$ cat src/rtl/add_seq_ctrl_pkg.sv
// Shared types and defaults for the multi-cycle slice-sequenced adder.
package add_seq_pkg;

    localparam int unsigned DATA_W_DEF  = 64;
    localparam int unsigned SLICE_W_DEF = 16;

    typedef enum logic [1:0] {
        ST_IDLE = 2'd0,
        ST_RUN  = 2'd1,
        ST_DONE = 2'd2
    } state_t;

    // Width of the slice index; a single-slice configuration still needs one bit.
    function automatic int unsigned idx_w(input int unsigned nslice);
        return (nslice > 1) ? $clog2(nslice) : 1;
    endfunction

endpackage

$ cat src/rtl/add_seq_ctrl_if.sv
// Operand request / result handshake bundle for add_seq_ctrl.
interface add_seq_ctrl_if
    import add_seq_pkg::*;
#(
    parameter int unsigned DATA_W = DATA_W_DEF
);
    logic              in_valid;
    logic              in_ready;
    logic [DATA_W-1:0] a;
    logic [DATA_W-1:0] b;
    logic              c_in;
    logic              sub;
    logic              out_valid;
    logic              out_ready;
    logic [DATA_W-1:0] sum;
    logic              c_out;
    logic              ovf;
    logic              busy;

    modport master (
        output in_valid, a, b, c_in, sub, out_ready,
        input  in_ready, out_valid, sum, c_out, ovf, busy
    );

    modport slave (
        input  in_valid, a, b, c_in, sub, out_ready,
        output in_ready, out_valid, sum, c_out, ovf, busy
    );
endinterface

$ cat src/rtl/add_seq_ctrl_add_slice.sv
// Combinational W-bit ripple-carry adder shared across all slice steps.
module add_slice #(
    parameter int unsigned W = 16
) (
    input  logic [W-1:0] a,
    input  logic [W-1:0] b,
    input  logic         c_in,
    output logic [W-1:0] sum,
    output logic         c_out
);
    logic [W-1:0] s;
    logic         c;

    // Bit-serial ripple chain, LSB first.
    always_comb begin
        s = '0;
        c = c_in;
        for (int i = 0; i < int'(W); i++) begin
            s[i] = a[i] ^ b[i] ^ c;
            c    = (a[i] & b[i]) | (c & (a[i] ^ b[i]));
        end
    end

    assign sum   = s;
    assign c_out = c;
endmodule

$ cat src/rtl/add_seq_ctrl.sv
// Multi-cycle 64-bit add/subtract: walks one shared slice adder LSB-first
// with a registered inter-slice carry. DATA_W must be a multiple of SLICE_W.
module add_seq_ctrl
    import add_seq_pkg::*;
#(
    parameter int unsigned DATA_W  = DATA_W_DEF,
    parameter int unsigned SLICE_W = SLICE_W_DEF
) (
    input  logic          clk,
    input  logic          rst_n,
    add_seq_ctrl_if.slave bus
);
    localparam int unsigned NSLICE = DATA_W / SLICE_W;
    localparam int unsigned IDX_W  = idx_w(NSLICE);

    state_t             state, state_nx;
    logic               load, step, last;
    logic [DATA_W-1:0]  op_a, op_b, sum_q;
    logic               carry, c_out_q, ovf_q;
    logic [IDX_W-1:0]   idx;
    logic               in_ready_q, out_valid_q, busy_q;
    logic [31:0]        sl_base;
    logic [SLICE_W-1:0] sl_a, sl_b, sl_sum;
    logic               sl_co;

    // Operand slice selection for the current step.
    assign last    = (idx == IDX_W'(NSLICE - 1));
    assign sl_base = 32'(idx) * SLICE_W;
    assign sl_a    = op_a[sl_base +: SLICE_W];
    assign sl_b    = op_b[sl_base +: SLICE_W];

    add_slice #(.W(SLICE_W)) u_slice (
        .a     (sl_a),
        .b     (sl_b),
        .c_in  (carry),
        .sum   (sl_sum),
        .c_out (sl_co)
    );

    // FSM state register.
    always_ff @(posedge clk or negedge rst_n) begin
        if (!rst_n) state <= ST_IDLE;
        else        state <= state_nx;
    end

    // Next-state and datapath enables.
    always_comb begin
        state_nx = state;
        load     = 1'b0;
        step     = 1'b0;
        case (state)
            ST_IDLE: begin
                if (bus.in_valid) begin
                    load     = 1'b1;
                    state_nx = ST_RUN;
                end
            end
            ST_RUN: begin
                step = 1'b1;
                if (last) state_nx = ST_DONE;
            end
            ST_DONE: begin
                if (bus.out_ready) state_nx = ST_IDLE;
            end
            default: state_nx = ST_IDLE;
        endcase
    end

    // Operand latch and per-slice accumulation of sum, carry and flags.
    always_ff @(posedge clk or negedge rst_n) begin
        if (!rst_n) begin
            op_a    <= '0;
            op_b    <= '0;
            carry   <= 1'b0;
            idx     <= '0;
            sum_q   <= '0;
            c_out_q <= 1'b0;
            ovf_q   <= 1'b0;
        end else if (load) begin
            op_a  <= bus.a;
            op_b  <= bus.sub ? ~bus.b : bus.b;
            carry <= bus.sub ? 1'b1 : bus.c_in;
            idx   <= '0;
        end else if (step) begin
            sum_q[sl_base +: SLICE_W] <= sl_sum;
            carry <= sl_co;
            idx   <= idx + IDX_W'(1);
            if (last) begin
                c_out_q <= sl_co;
                ovf_q   <= op_a[DATA_W-1] ^ op_b[DATA_W-1] ^ sl_sum[SLICE_W-1] ^ sl_co;
            end
        end
    end

    // Handshake/status flags registered from the next state.
    always_ff @(posedge clk or negedge rst_n) begin
        if (!rst_n) begin
            in_ready_q  <= 1'b1;
            out_valid_q <= 1'b0;
            busy_q      <= 1'b0;
        end else begin
            in_ready_q  <= (state_nx == ST_IDLE);
            out_valid_q <= (state_nx == ST_DONE);
            busy_q      <= (state_nx == ST_RUN);
        end
    end

    assign bus.in_ready  = in_ready_q;
    assign bus.out_valid = out_valid_q;
    assign bus.busy      = busy_q;
    assign bus.sum       = sum_q;
    assign bus.c_out     = c_out_q;
    assign bus.ovf       = ovf_q;
endmodule

$ cat src/flat_wrapper.sv
// flat-port wrapper written by rule: the top's interface ports become plain ports
module add_seq_ctrl_flat import add_seq_pkg::*;
#(
    parameter int unsigned DATA_W  = DATA_W_DEF,
    parameter int unsigned SLICE_W = SLICE_W_DEF
)
  (clk, rst_n, bus_in_valid, bus_a, bus_b, bus_c_in, bus_sub, bus_out_ready, bus_in_ready, bus_out_valid, bus_sum, bus_c_out, bus_ovf, bus_busy);
  add_seq_ctrl_if #(.DATA_W(DATA_W)) bus_i ();
  input  logic clk;
  input  logic rst_n;
  input wire logic [$bits(bus_i.in_valid)-1:0] bus_in_valid;
  input wire logic [$bits(bus_i.a)-1:0] bus_a;
  input wire logic [$bits(bus_i.b)-1:0] bus_b;
  input wire logic [$bits(bus_i.c_in)-1:0] bus_c_in;
  input wire logic [$bits(bus_i.sub)-1:0] bus_sub;
  input wire logic [$bits(bus_i.out_ready)-1:0] bus_out_ready;
  output wire logic [$bits(bus_i.in_ready)-1:0] bus_in_ready;
  output wire logic [$bits(bus_i.out_valid)-1:0] bus_out_valid;
  output wire logic [$bits(bus_i.sum)-1:0] bus_sum;
  output wire logic [$bits(bus_i.c_out)-1:0] bus_c_out;
  output wire logic [$bits(bus_i.ovf)-1:0] bus_ovf;
  output wire logic [$bits(bus_i.busy)-1:0] bus_busy;
  assign bus_i.in_valid = bus_in_valid;
  assign bus_i.a = bus_a;
  assign bus_i.b = bus_b;
  assign bus_i.c_in = bus_c_in;
  assign bus_i.sub = bus_sub;
  assign bus_i.out_ready = bus_out_ready;
  assign bus_in_ready = bus_i.in_ready;
  assign bus_out_valid = bus_i.out_valid;
  assign bus_sum = bus_i.sum;
  assign bus_c_out = bus_i.c_out;
  assign bus_ovf = bus_i.ovf;
  assign bus_busy = bus_i.busy;
  add_seq_ctrl #(.DATA_W(DATA_W), .SLICE_W(SLICE_W)) u_core (.clk(clk), .rst_n(rst_n), .bus(bus_i));
endmodule
$ cat config.mk
export PLATFORM = sky130hd
export DESIGN_NAME = add_seq_ctrl_flat
export DESIGN_NICKNAME = d
export VERILOG_FILES = /design/src/rtl/add_seq_ctrl_pkg.sv /design/src/rtl/add_seq_ctrl_if.sv /design/src/rtl/add_seq_ctrl_add_slice.sv /design/src/rtl/add_seq_ctrl.sv /design/src/flat_wrapper.sv
export SDC_FILE = /design/constraint.sdc
export NUM_CORES = 1
export LEC_CHECK = 0
export CELL_PAD_IN_SITES_DETAIL_PLACEMENT = 0
export CELL_PAD_IN_SITES_GLOBAL_PLACEMENT = 1
export CORE_MARGIN = 8
export CORE_UTILIZATION = 39
export CTS_CLUSTER_DIAMETER = 120
export DETAILED_ROUTE_END_ITERATION = 12
export PLACE_DENSITY = 0.73
export SYNTH_ARGS = -nofsm -noshare
export SYNTH_HDL_FRONTEND = slang
export SYNTH_HIERARCHICAL = 1
export SYNTH_SLANG_ARGS = --single-unit
$ cat constraint.sdc
create_clock -name clk -period 10.55 [get_ports clk]
set_input_delay 3.165 -clock clk [delete_from_list [all_inputs] [get_ports clk]]
set_output_delay 3.165 -clock clk [all_outputs]
set_load 0.05 [all_outputs]
## After elaboration in Yosys (flattened, before gate mapping)

Cells that the tools add are included.

| storage, ports and cells | value |
|---|---|
| register bits | 202 |
| bits in latches | 0 |
| memory bits (writable) | 0 |
| ROM bits | 0 |
| input bits | 134 |
| output and inout bits | 69 |
| word-level logic and storage cells | 126 |
| memories | 0 |

| operators by class | value |
|---|---|
| add/sub/neg operators | 2 |
| multiply operators | 0 |
| div/mod/pow operators | 0 |
| magnitude comparators | 0 |
| equal/unequal tests | 5 |
| shift-type cells | 4 |
| mux-type cells | 14 |
| bitwise operators | 85 |
| reductions and logical operators | 5 |

Operators with widths:

| kind | count |
|---|---|
| variable part select 64 x 7 -> 16 bit | 2 |
| bitwise mux 64 bit | 1 |
| 2-to-1 mux 64 bit | 1 |
| inverter 64 bit | 1 |
| variable shift 16 x 34 -> 64 bit (first input constant) | 1 |
| variable part select 16 x 34 -> 64 bit | 1 |
| bitwise XOR 1 bit | 35 |
| negator 6 -> 34 bit | 1 |
| AND 1 bit | 32 |
| OR 1 bit | 16 |
| 2-to-1 mux 2 bit | 5 |
| equality test 2 bit (second input constant) | 3 |
| 2-to-1 mux 1 bit | 6 |
| case mux 2 bit (3 select lines) | 1 |
| equality test 2 x 1 -> 1 bit (second input constant) | 2 |
| logical NOT 2 bit | 2 |
| AND reduction 3 bit | 1 |
| adder 2 x 1 -> 2 bit (second input constant) | 1 |
| AND reduction 2 bit | 1 |
| nonzero test 2 bit | 1 |
| inverter 1 bit | 1 |

## Depth between registers and ports, before layout

Gate-level depths: netlist of the first run.

| depth | value |
|---|---|
| depth in word-level cells | 36 |
| gate-level depth with buffers | 26 |
| gate-level depth less buffers | 24 |

## Modules after synthesis

The synthesis of the first run kept the hierarchy.

Modules (own cells, without submodules):

| module | instances | cells an instance | area each (um2) | sequential area each (um2) |
|---|---|---|---|---|
| add_seq_ctrl | 1 | 648 | 8,862.2 | 5,056.1 |
| add_slice | 1 | 26 | 357.8 | 0.0 |

## Worst setup path after synthesis of the first run

No wires, ideal clock.

| timing path | value |
|---|---|
| kind | flip-flop to flip-flop |
| from | register u_core.idx[0] |
| to | register u_core.ovf_q, in the netlist u_core/bus.ovf |
| setup time | 129 ps |
| data arrival time | 7,837 ps |
| data required time | 10,421 ps |
| path slack | 2,584 ps |
| cell stages (with the launch flop) | 27 |
| buffers on the path | 2 |
| clock period less this slack | 7,966 ps |
| cell sequence | dfrtp_1 buf_6 buf_4 mux4_2 fa_1 inv_1 fa_1 inv_1 fa_1 fa_1 fa_1 fa_1 fa_1 fa_1 fa_1 fa_1 fa_1 fa_1 fa_1 fa_1 fa_1 inv_1 fa_1 inv_1 xnor2_1 xnor2_1 o21ai_0 |

| between the ends | value |
|---|---|
| longest elaborated chain between the ends | 35 |
| elaborated cells between the ends (all ways) | 71 |
| those cells by class | eq/ne: 1; shift: 2; bitwise: 67; reduce/logical: 1 |

Ends and longest elaborated chain:

| item | line | RTL |
|---|---|---|
| start: declaration | add_seq_ctrl.sv:20 | `logic [IDX_W-1:0] idx;` |
| start signal: assignment | add_seq_ctrl.sv:87 | `idx <= idx + IDX_W'(1);` |
| variable part select 64 x 7 -> 16 bit (*) | add_seq_ctrl.sv:30 | `assign sl_b = op_b[sl_base +: SLICE_W];` |
| via u_core.sl_b[0] | add_seq_ctrl.sv:23 | `logic [SLICE_W-1:0] sl_a, sl_b, sl_sum;` |
| bitwise XOR 1 bit | add_seq_ctrl_add_slice.sv:20 | `c = (a[i] & b[i]) \| (c & (a[i] ^ b[i]));` |
| AND 1 bit | add_seq_ctrl_add_slice.sv:20 |  |
| OR 1 bit (*) | add_seq_ctrl_add_slice.sv:20 |  |
| AND 1 bit (*) | add_seq_ctrl_add_slice.sv:20 |  |
| OR 1 bit (*) | add_seq_ctrl_add_slice.sv:20 |  |
| AND 1 bit (*) | add_seq_ctrl_add_slice.sv:20 |  |
| [... 20 more ...] | -- |  |
| OR 1 bit (*) | add_seq_ctrl_add_slice.sv:20 |  |
| AND 1 bit (*) | add_seq_ctrl_add_slice.sv:20 |  |
| OR 1 bit (*) | add_seq_ctrl_add_slice.sv:20 |  |
| AND 1 bit (*) | add_seq_ctrl_add_slice.sv:20 |  |
| OR 1 bit (*) | add_seq_ctrl_add_slice.sv:20 |  |
| bitwise XOR 1 bit (*) | add_seq_ctrl_add_slice.sv:19 | `s[i] = a[i] ^ b[i] ^ c;` |
| via u_core.sl_sum[15] | add_seq_ctrl.sv:23 |  |
| bitwise XOR 1 bit (*) (2 in a row) | add_seq_ctrl.sv:90 | `ovf_q <= op_a[DATA_W-1] ^ op_b[DATA_W-1] ^ sl_sum[SLICE_W-1] ^ sl_co;` |
| end signal: assignment | add_seq_ctrl.sv:90 |  |
| end: declaration | add_seq_ctrl.sv:19 | `logic carry, c_out_q, ovf_q;` |

Mark *: on every way through the listed nets, which the timed path passes. The rest lies on a longest branch.
A chain may end at the register's enable or synchronous reset.

## Worst setup path in the final report of the first run

| timing path | value |
|---|---|
| from | register u_core.idx[0] |
| to | register u_core.ovf_q, in the netlist u_core/bus.ovf |

| between the ends | value |
|---|---|
| longest elaborated chain between the ends | 35 |
| elaborated cells between the ends (all ways) | 71 |
| those cells by class | eq/ne: 1; shift: 2; bitwise: 67; reduce/logical: 1 |

Ends and longest elaborated chain:

| item | line | RTL |
|---|---|---|
| variable part select 64 x 7 -> 16 bit (*) | add_seq_ctrl.sv:29 | `assign sl_a = op_a[sl_base +: SLICE_W];` |
| via u_core.sl_a[0] | add_seq_ctrl.sv:23 |  |
| bitwise XOR 1 bit | add_seq_ctrl_add_slice.sv:20 |  |
| AND 1 bit | add_seq_ctrl_add_slice.sv:20 |  |
| OR 1 bit (*) | add_seq_ctrl_add_slice.sv:20 |  |
| AND 1 bit (*) | add_seq_ctrl_add_slice.sv:20 |  |
| OR 1 bit (*) | add_seq_ctrl_add_slice.sv:20 |  |
| AND 1 bit (*) | add_seq_ctrl_add_slice.sv:20 |  |
| [... 20 more ...] | -- |  |
| OR 1 bit (*) | add_seq_ctrl_add_slice.sv:20 |  |
| AND 1 bit (*) | add_seq_ctrl_add_slice.sv:20 |  |
| OR 1 bit (*) | add_seq_ctrl_add_slice.sv:20 |  |
| AND 1 bit (*) | add_seq_ctrl_add_slice.sv:20 |  |
| OR 1 bit (*) | add_seq_ctrl_add_slice.sv:20 |  |
| bitwise XOR 1 bit (*) | add_seq_ctrl_add_slice.sv:19 |  |
| via u_core.sl_sum[15] | add_seq_ctrl.sv:23 |  |
| bitwise XOR 1 bit (*) (2 in a row) | add_seq_ctrl.sv:90 |  |

Marked as above.

==> flow_metrics.tcl, run 1 <==
set metrics [dict create \
    outcome "completed" \
    n_antenna_cell 0 \
    crit_path_max_fanout 22 \
    seq_area_frac_synth_pct 54.8 \
    critPathRequiredTime_ns 10.92 \
    holdWs_ns 0.502 \
    hold-path-endpoint "u_core/op_a[13]" \
    synth_edf_count 0 \
    nFillCells 2006 \
    fin_area_um2 12100 \
    dr.first_iter.drc_count 327 \
    die_y_um 170 \
    clkTransAtPathRegs_ns 0.06 \
    netlist_area_um2 9220 \
    slew_viol_final 0 \
    grt_max_degree 120 \
    cts_tree "done" \
    io_buffers 202 \
    crit_path_start_kind "register" \
    synth-async-reset-ratio_pct 100 \
    register_area_um2 5060 \
    multi_input_area_um2 3810 \
    layout_common_cells "200 x clkdlybuf4s50_1, 199 x dfrtp_1, 67 x xnor2_1" \
    grt_pass1_vias 6819 \
    period_minus_slack_ns 8.46 \
    r2r_setup_slack_ns 2.09 \
    regToRegEndpoint "u_core/bus.ovf" \
    fin_crit_sh_pct 80.2 \
    timing.fmax_mhz 118 \
    htreeDepth 1 \
    die_w_um 170 \
    pre_cts_ws_ns 2.02 \
    drive_gt1_share_pct 17.3 \
    grt_pass1_wl_mm 39.1 \
    fin_tns_setup_ns 0 \
    rsz0062_at_grt "no" \
    pin_count 203 \
    tightest_slew_ns 1.04 \
    wirelength_mm 25.0 \
    ys.flop_type "dfrtp_1" \
    yosys_warnings 6 \
    critPathKind "register to register" \
    syn_inst 674 \
    min_from "u_core/op_a[13]" \
    layout-area-overhead-vs-synth_pct 31.0 \
    fin_ws_ns 2.09 \
    synth_fp_nets 830 \
    drt_first_pass_iters 4 \
    hold_viol 0 \
    synth_top_area_cell "dfrtp_1" \
    synth.avg_cell_area_um2 13.7 \
    synth.distinct_cells 32 \
    antenna_found_initial 0 \
    clock_latency_ns 0.49 \
    reg2reg_depth 24 \
    place_inst 1155 \
    vias 6069 \
    netlist_top_cells_area "dfrtp_1 55%, mux2_2 7.8%, mux4_2 7.8%, xnor2_1 6.4%, a22o_1 6.2%" \
    dpl.hpwl_mm 18.8 \
    crit_arrival_ns 8.83 \
    core_area_um2 23300 \
    final_common_cell "clkdlybuf4s50_1" \
    wl_per_cell_um 21.0 \
    cp_slowest_stage_delay_ns 0.82 \
    synth_top_area_share_pct 54.6 \
    viasPerCell 5.08 \
    fin_skew_ns 0.0143 \
    postCtsSetupBuffers 0 \
    cpMostUsedCell "fa_1" \
    gr-total-overflow 0 \
    slew_headroom_pct 29.9 \
    post_cts_resized 0 \
    hold_depth 1 \
    root_buffer "clkbuf_16" \
    p_leak_nw 4.87 \
    fin_util_pct 51.8 \
    r2r-start "u_core/idx[0]" \
    cp_slowest_cell "dfrtp_2" \
    gr-usage-all-layers_pct 17.4 \
    drv_cap 0 \
    place_congestion 0.800 \
    start_util_pct 39.5 \
    holdBufCountCts 0 \
    die_area_um2 28800 \
    vdd_drop_max_v 0.000135 \
    setup_viol_count_final 0 \
    rows 56 \
    instances_no_fill 1194 \
    cts-buffers-inserted 22 \
    ys_ff_latch 202 \
    ctsLongestPathBuffers 3 \
    power.total_mw 4.25 \
    hold_path_class "register to register" \
    worst_setup_path_end_kind "register" \
    p_per_area_nw_per_um2 352 \
    crit_chain "mux4_2 > fa_1 > inv_1 > fa_1 > inv_1 > fa_1 > fa_1 > fa_1 > fa_1 > fa_1 > fa_1 > fa_1 > fa_1 > fa_1 > fa_1 > fa_1 > fa_1 > fa_1 > inv_1 > fa_1 > inv_1 > xnor2_1 > xnor2_1 > o21ai_0" \
    nets 1016 \
    drc 0 \
    clock-sinks 202 \
    drtAntennaViolNets 0 \
    dpl_cell_area_um2 11400 \
]
[critical path: cells and delay by family (launching register included)]
kind,cells,cell delay (ns)
XOR/XNOR,2,0.29
AO/OA/AOI/OAI,1,0.08
multiplexers,1,0.61
adder cells (fa/ha/maj),16,6.16
buffers and inverters,4,0.36
flip-flops,1,0.82
[cell families (layout without fill, tap and decap cells)]
logic type	after synthesis	count (layout)	share of synthesized area (%)
xor+xnor	67	67	6.36
compound gates	139	139	10.3
fa+ha+maj	22	22	4.29
mux	97	97	15.8
buf+inv	60	261	3.92
flops	202	202	54.8
simple gates	87	87	4.57
[area by class of cell]
type / count / share of cell area [%]
sequential: 202 / 41.9
multi-input combinational: 412 / 31.5
timing repair buffer: 208 / 17.1
clock buffer: 29 / 5.28
tap: 319 / 3.30
clock inverter: 10 / 0.476
inverter: 14 / 0.435
[Yosys cell counts, types with 2 or more instances]
cell,n
dfrtp_1,201
a22o_1,65
mux2_2,64
buf_2,22
o21ai_0,5
nand3b_1,3
mux4_2,32
clkbuf_1,3
buf_4,13
a21oi_1,66
xnor2_1,67
nor2_1,66
ha_1,6
inv_1,14
nand2_1,7
buf_6,8
fa_1,16
nor3_4,2
[sequential cells by signal, indices dropped and copies added (netlist names)]
name                  cells
u_core/bus.in_ready       1
u_core/bus.busy           1
u_core/op_a              64
u_core/carry              1
u_core/idx                2
u_core/bus.c_out          1
u_core/state              2
u_core/bus.out_valid      1
u_core/bus.ovf            1
u_core/bus.sum           64
u_core/op_b              64
[report_power, final]
group          internal, mW  total (mW)  switching (mW)
Clock                 0.425       0.725           0.300
Sequential             1.11        1.35           0.233
Combinational         0.926        2.18            1.26
Total                  2.46        4.25            1.79
[worst max-delay path by stage]
stage / startpoint / endpoint / slack, ns / cells past startpoint
detailed placement: u_core/idx[0] / u_core/bus.ovf / 2.02 / 24
floorplan: u_core/idx[0] / u_core/bus.ovf / 2.58 / 26
finish: u_core/idx[0] / u_core/bus.ovf / 2.09 / 24
global route: u_core/idx[0] / u_core/bus.ovf / 1.66 / 24
CTS: u_core/idx[0] / u_core/bus.ovf / 2.02 / 24
global placement: u_core/idx[0] / u_core/bus.ovf / 2.13 / 24
[routing by layer]
metal | GRT usage (%) | share of wire, % | vias up
li1 | - | - | 2763
met3 | 3.40 | 5.8 | 29
met5 | 0 | 0 | -
met4 | 3.85 | 1.7 | 0
met2 | 29.4 | 49 | 182
met1 | 22.9 | 43 | 3095
Power figures use the tool's default switching activity.
==> run 2, diff against run 1 <==
==> constraint.sdc (replaced) <==
create_clock -name clk -period 8.2 [get_ports clk]
set_input_delay 2.46 -clock clk [delete_from_list [all_inputs] [get_ports clk]]
set_output_delay 2.46 -clock clk [all_outputs]
set_load 0.05 [all_outputs]
==> flow_metrics.tcl, run 2 (same netlist as run 1, synthesis figures left out) <==
set metrics [dict create \
    instances_no_fill 1196 \
    drv_cap 0 \
    period_minus_slack_ns 7.87 \
    die_area_um2 28800 \
    crit_path_start_kind "register" \
    layout_common_cells "200 x clkdlybuf4s50_1, 199 x dfrtp_1, 67 x xnor2_1" \
    dpl_cell_area_um2 11400 \
    drtAntennaViolNets 0 \
    slew_headroom_pct 26.6 \
    cts_tree "done" \
    grt_pass1_vias 6664 \
    hold_viol 0 \
    place_inst 1156 \
    crit_path_max_fanout 5 \
    drc 0 \
    fin_skew_ns 0.0147 \
    setup_viol_count_final 0 \
    final_common_cell "clkdlybuf4s50_1" \
    gr-usage-all-layers_pct 17.1 \
    r2r_setup_slack_ns 0.33 \
    pin_count 203 \
    regToRegEndpoint "u_core/bus.ovf" \
    grt_use_met3_pct 3.37 \
    dr.first_iter.drc_count 389 \
    viasPerCell 5.06 \
    reg2reg_depth 24 \
    worst_setup_path_end_kind "register" \
    clkTransAtPathRegs_ns 0.06 \
    io_buffers 202 \
    place_congestion 0.785 \
    crit_arrival_ns 8.25 \
    layout-area-overhead-vs-synth_pct 31.8 \
    pre_cts_ws_ns 0.124 \
    htreeDepth 1 \
    r2r-start "u_core/idx[0]" \
    power.total_mw 5.59 \
    vias 6048 \
    tightest_slew_ns 1.09 \
    rows 56 \
    wl_per_cell_um 20.8 \
    antenna_found_initial 0 \
    use_met1_pct 23.0 \
    hold_path_class "register to register" \
    wirelength_mm 24.8 \
    vdd_drop_max_v 0.000274 \
    holdWs_ns 0.490 \
    start_util_pct 39.5 \
    drt_first_pass_iters 4 \
    critPathKind "register to register" \
    crit_end "u_core/bus.ovf" \
    fin_area_um2 12100 \
    rsz0062_at_grt "no" \
    die_y_um 170 \
    holdBufCountCts 0 \
    critPathRequiredTime_ns 8.58 \
    fin_ws_ns 0.327 \
    nets 1019 \
    root_buffer "clkbuf_16" \
    fin_tns_setup_ns 0 \
    top_usage_layer "met2" \
    dpl.hpwl_mm 18.4 \
    critPathLaunch "u_core/idx[0]" \
    core_area_um2 23300 \
    p_leak_nw 4.90 \
    gr-usage-met2_pct 27.8 \
    drive_gt1_share_pct 17.3 \
    fin_util_pct 52.1 \
    clock-sinks 202 \
    gr-total-overflow 0 \
    fin_crit_sh_pct 96.0 \
    cts-buffers-inserted 23 \
    outcome "completed" \
    p_per_area_nw_per_um2 460 \
    die_w_um 170 \
    timing.fmax_mhz 127 \
    grt_pass1_wl_mm 38.7 \
    ctsLongestPathBuffers 3 \
    slew_viol_final 0 \
    n_antenna_cell 0 \
    clock_latency_ns 0.50 \
    grt_max_degree 181 \
]
[run 2: changes by cell type in the layout (fill, tap and decap cells not counted), moves of 2 or more]
cell        change
clkinv_2        -4
clkbuf_1        +3
clkinvlp_4      -3
clkbuf_8        +2
[run 2: worst max-delay path: stages, from the launching register on]
cell	delay (ns)
dfrtp_2	0.41
mux4_2	0.53
fa_1	0.42
inv_1	0.08
fa_1	0.18
inv_1	0.05
fa_1	0.37
fa_1	0.40
fa_1	0.43
fa_2	0.39
fa_1	0.39
fa_1	0.42
fa_1	0.39
fa_1	0.39
fa_1	0.38
fa_1	0.39
fa_1	0.39
fa_1	0.38
fa_1	0.36
inv_1	0.08
fa_1	0.42
inv_2	0.13
xnor2_1	0.15
xnor2_1	0.14
o21ai_0	0.08
[run 2: where the power goes]
part           switching (mW)  internal, mW  total [mW]
Combinational            1.69          1.22        2.91
Sequential              0.259          1.43        1.69
Clock                   0.385         0.598       0.984
Total                    2.33          3.25        5.59
[run 2: worst min-delay path by stage]
stage | from | to | slack, ns | depth (start not counted)
final | u_core/op_a[15] | u_core/op_a[15] | 0.49 | 1
after global routing | u_core/op_a[62] | u_core/op_a[62] | 0.51 | 1
after CTS | u_core/op_a[15] | u_core/op_a[15] | 0.49 | 1
after detailed placement | u_core/op_a[15] | u_core/op_a[15] | 0.47 | 1
after global placement | u_core/op_a[15] | u_core/op_a[15] | 0.48 | 1
after floorplan | u_core/op_a[15] | u_core/op_a[15] | 0.45 | 1
[run 2: repair_timing]
action | CTS | global route
endpoints found under the setup margin | 0 | 1
gates resized for setup | 0 | 2
buffers inserted | 0 | 1
[run 2: metal layers]
metal  routed length [µm]  vias up
li1                     -     2768
met1                10900     3050
met2                12000      200
met3                 1530       30
met4                  444        0
met5                    0        -
[run 2: cell type report]
cell class	count	area, µm²
Fill cell	1967	11200
Sequential cell	202	5060
Multi-Input combinational cell	412	3810
Timing Repair Buffer	210	2100
Clock buffer	34	677
Tap cell	319	399
Clock inverter	5	53.8
Inverter	14	52.6
==> run 3, diff against run 2 <==
--- a/config.mk
+++ b/config.mk
@@ -10,8 +10,10 @@
 export CORE_MARGIN = 8
 export CORE_UTILIZATION = 39
 export CTS_CLUSTER_DIAMETER = 120
+export CTS_CLUSTER_SIZE = 24
 export DETAILED_ROUTE_END_ITERATION = 12
 export PLACE_DENSITY = 0.73
+export SLEW_MARGIN = 15
 export SYNTH_ARGS = -nofsm -noshare
 export SYNTH_HDL_FRONTEND = slang
 export SYNTH_HIERARCHICAL = 1
==> flow_metrics.tcl, run 3 (same netlist as run 1, synthesis figures left out) <==
set metrics [dict create \
    cts_tree "done" \
    r2r-start "u_core/idx[0]" \
    place_congestion 0.785 \
    worst_setup_path_end_kind "register" \
    crit_path_start_kind "register" \
    hold_viol 0 \
    outcome "completed" \
    dr.first_iter.drc_count 493 \
    drc 0 \
    holdWs_ns 0.499 \
    cpMostUsedCell "fa_1" \
    crit_chain "mux4_2 > fa_1 > inv_1 > fa_1 > inv_1 > fa_1 > fa_1 > fa_1 > fa_2 > fa_1 > fa_1 > fa_1 > fa_1 > fa_1 > fa_1 > fa_1 > fa_1 > fa_1 > inv_1 > fa_1 > inv_2 > xnor2_1 > xnor2_1 > o21ai_0" \
    power.total_mw 5.21 \
    layout_common_cells "200 x clkdlybuf4s50_1, 199 x dfrtp_1, 67 x xnor2_1" \
    critPathKind "register to register" \
    htreeDepth 1 \
    rows 56 \
    critPathRequiredTime_ns 8.55 \
    hold_path_class "register to register" \
    cp_slowest_stage_delay_ns 0.53 \
    p_per_area_nw_per_um2 443 \
    crit_arrival_ns 8.23 \
    setup_viol_count_final 0 \
    fin_area_um2 11800 \
    vdd_drop_max_v 0.000274 \
    core_area_um2 23300 \
    holdBufCountCts 0 \
    clock_latency_ns 0.47 \
    p_leak_nw 4.71 \
    dpl_cell_area_um2 11400 \
    grt_pass1_wl_mm 38.1 \
    fin_tns_setup_ns 0 \
    place_inst 1156 \
    n_antenna_cell 0 \
    pin_count 203 \
    r2r_setup_slack_ns 0.32 \
    drt_first_pass_iters 4 \
    antenna_found_initial 0 \
    final_common_cell "clkdlybuf4s50_1" \
    critPathLaunch "u_core/idx[0]" \
    layout-area-overhead-vs-synth_pct 27.7 \
    die_area_um2 28800 \
    grt_pass1_vias 6539 \
    regToRegEndpoint "u_core/bus.ovf" \
    io_buffers 202 \
    clkTransAtPathRegs_ns 0.09 \
    vias 5996 \
    period_minus_slack_ns 7.88 \
    start_util_pct 39.5 \
    timing.fmax_mhz 127 \
    die_w_um 170 \
    cp_slowest_cell "mux4_2" \
    drtAntennaViolNets 0 \
    crit_end "u_core/bus.ovf" \
    tightest_slew_ns 1.08 \
    root_buffer "clkbuf_16" \
    ctsLongestPathBuffers 3 \
    grt_max_degree 181 \
    slew_viol_final 0 \
    fin_crit_sh_pct 96.1 \
    drive_gt1_share_pct 15.4 \
    wl_per_cell_um 20.8 \
    slew_headroom_pct 27.7 \
    fin_skew_ns 0.0300 \
    viasPerCell 5.10 \
    instances_no_fill 1176 \
    nets 1008 \
    wirelength_mm 24.5 \
    gr-total-overflow 0 \
    cts-buffers-inserted 12 \
    die_y_um 170 \
    crit_path_max_fanout 5 \
    reg2reg_depth 24 \
    drv_cap 0 \
    clock-sinks 202 \
    rsz0062_at_grt "no" \
    dpl.hpwl_mm 18.4 \
    gr-usage-all-layers_pct 16.8 \
]
==> run 3: per-layer routing <==
| layer | wire length (µm) | global-route usage [%] | part of all wire [%] | up-vias |
|---|---|---|---|---|
| met5 | 0 | 0 | 0 | - |
| met4 | 465 | 3.77 | 1.9 | 0 |
| met3 | 1490 | 3.14 | 6.1 | 23 |
| met2 | 11900 | 27.5 | 48 | 200 |
| met1 | 10700 | 23.0 | 44 | 3033 |
| li1 | - | - | - | 2740 |
==> run 3: worst min-delay path by stage <==
stage / start / endpoint / slack (ns) / depth (start not counted)
4_1_cts: u_core/op_a[15] / u_core/op_a[15] / 0.50 / 1
3_5_place_dp: u_core/op_a[15] / u_core/op_a[15] / 0.47 / 1
6_report: u_core/op_a[15] / u_core/op_a[15] / 0.50 / 1
5_1_grt: u_core/op_a[62] / u_core/op_a[62] / 0.52 / 1
3_3_place_gp: u_core/op_a[15] / u_core/op_a[15] / 0.48 / 1
2_1_floorplan: u_core/op_a[15] / u_core/op_a[15] / 0.45 / 1
==> run 3: worst max-delay path: cells and delay by family, from the launching register on <==
kind	cells	cell delay, ns
multiplexers	1	0.53
AO/OA/AOI/OAI	1	0.08
adder cells (fa/ha/maj)	16	6.10
buffers and inverters	4	0.33
flip-flops	1	0.43
XOR/XNOR	2	0.28
==> run 3: power breakdown <==
group	leakage [nW]	total [mW]	internal [mW]	switching (mW)
Combinational	2.09	2.90	1.22	1.68
Clock	0.173	0.626	0.298	0.327
Sequential	2.45	1.69	1.43	0.257
==> run 3: cell type report <==
type	count	area, µm²
Clock buffer	18	344
Sequential cell	202	5060
Multi-Input combinational cell	412	3810
Tap cell	319	399
Fill cell	1994	11600
Timing Repair Buffer	210	2100
Clock inverter	1	16.3
Inverter	14	52.6
==> run 3: per-stage QoR <==
step / utilization (%) / setup WS (ns)
after CTS: 50.4 / 0.116
after global routing: 50.5 / 0.0171
after global placement: 48.9 / 0.251
final: 50.5 / 0.322
after floorplan: - / 0.234
after detailed placement: 48.9 / 0.124
==> run 3: what timing repair did <==
item                                   4_1_cts  5_1_grt
endpoints found under the hold margin        0        0
setup buffers                                0        1
resized for setup                            0        2
setup endpoints to repair                    0        1
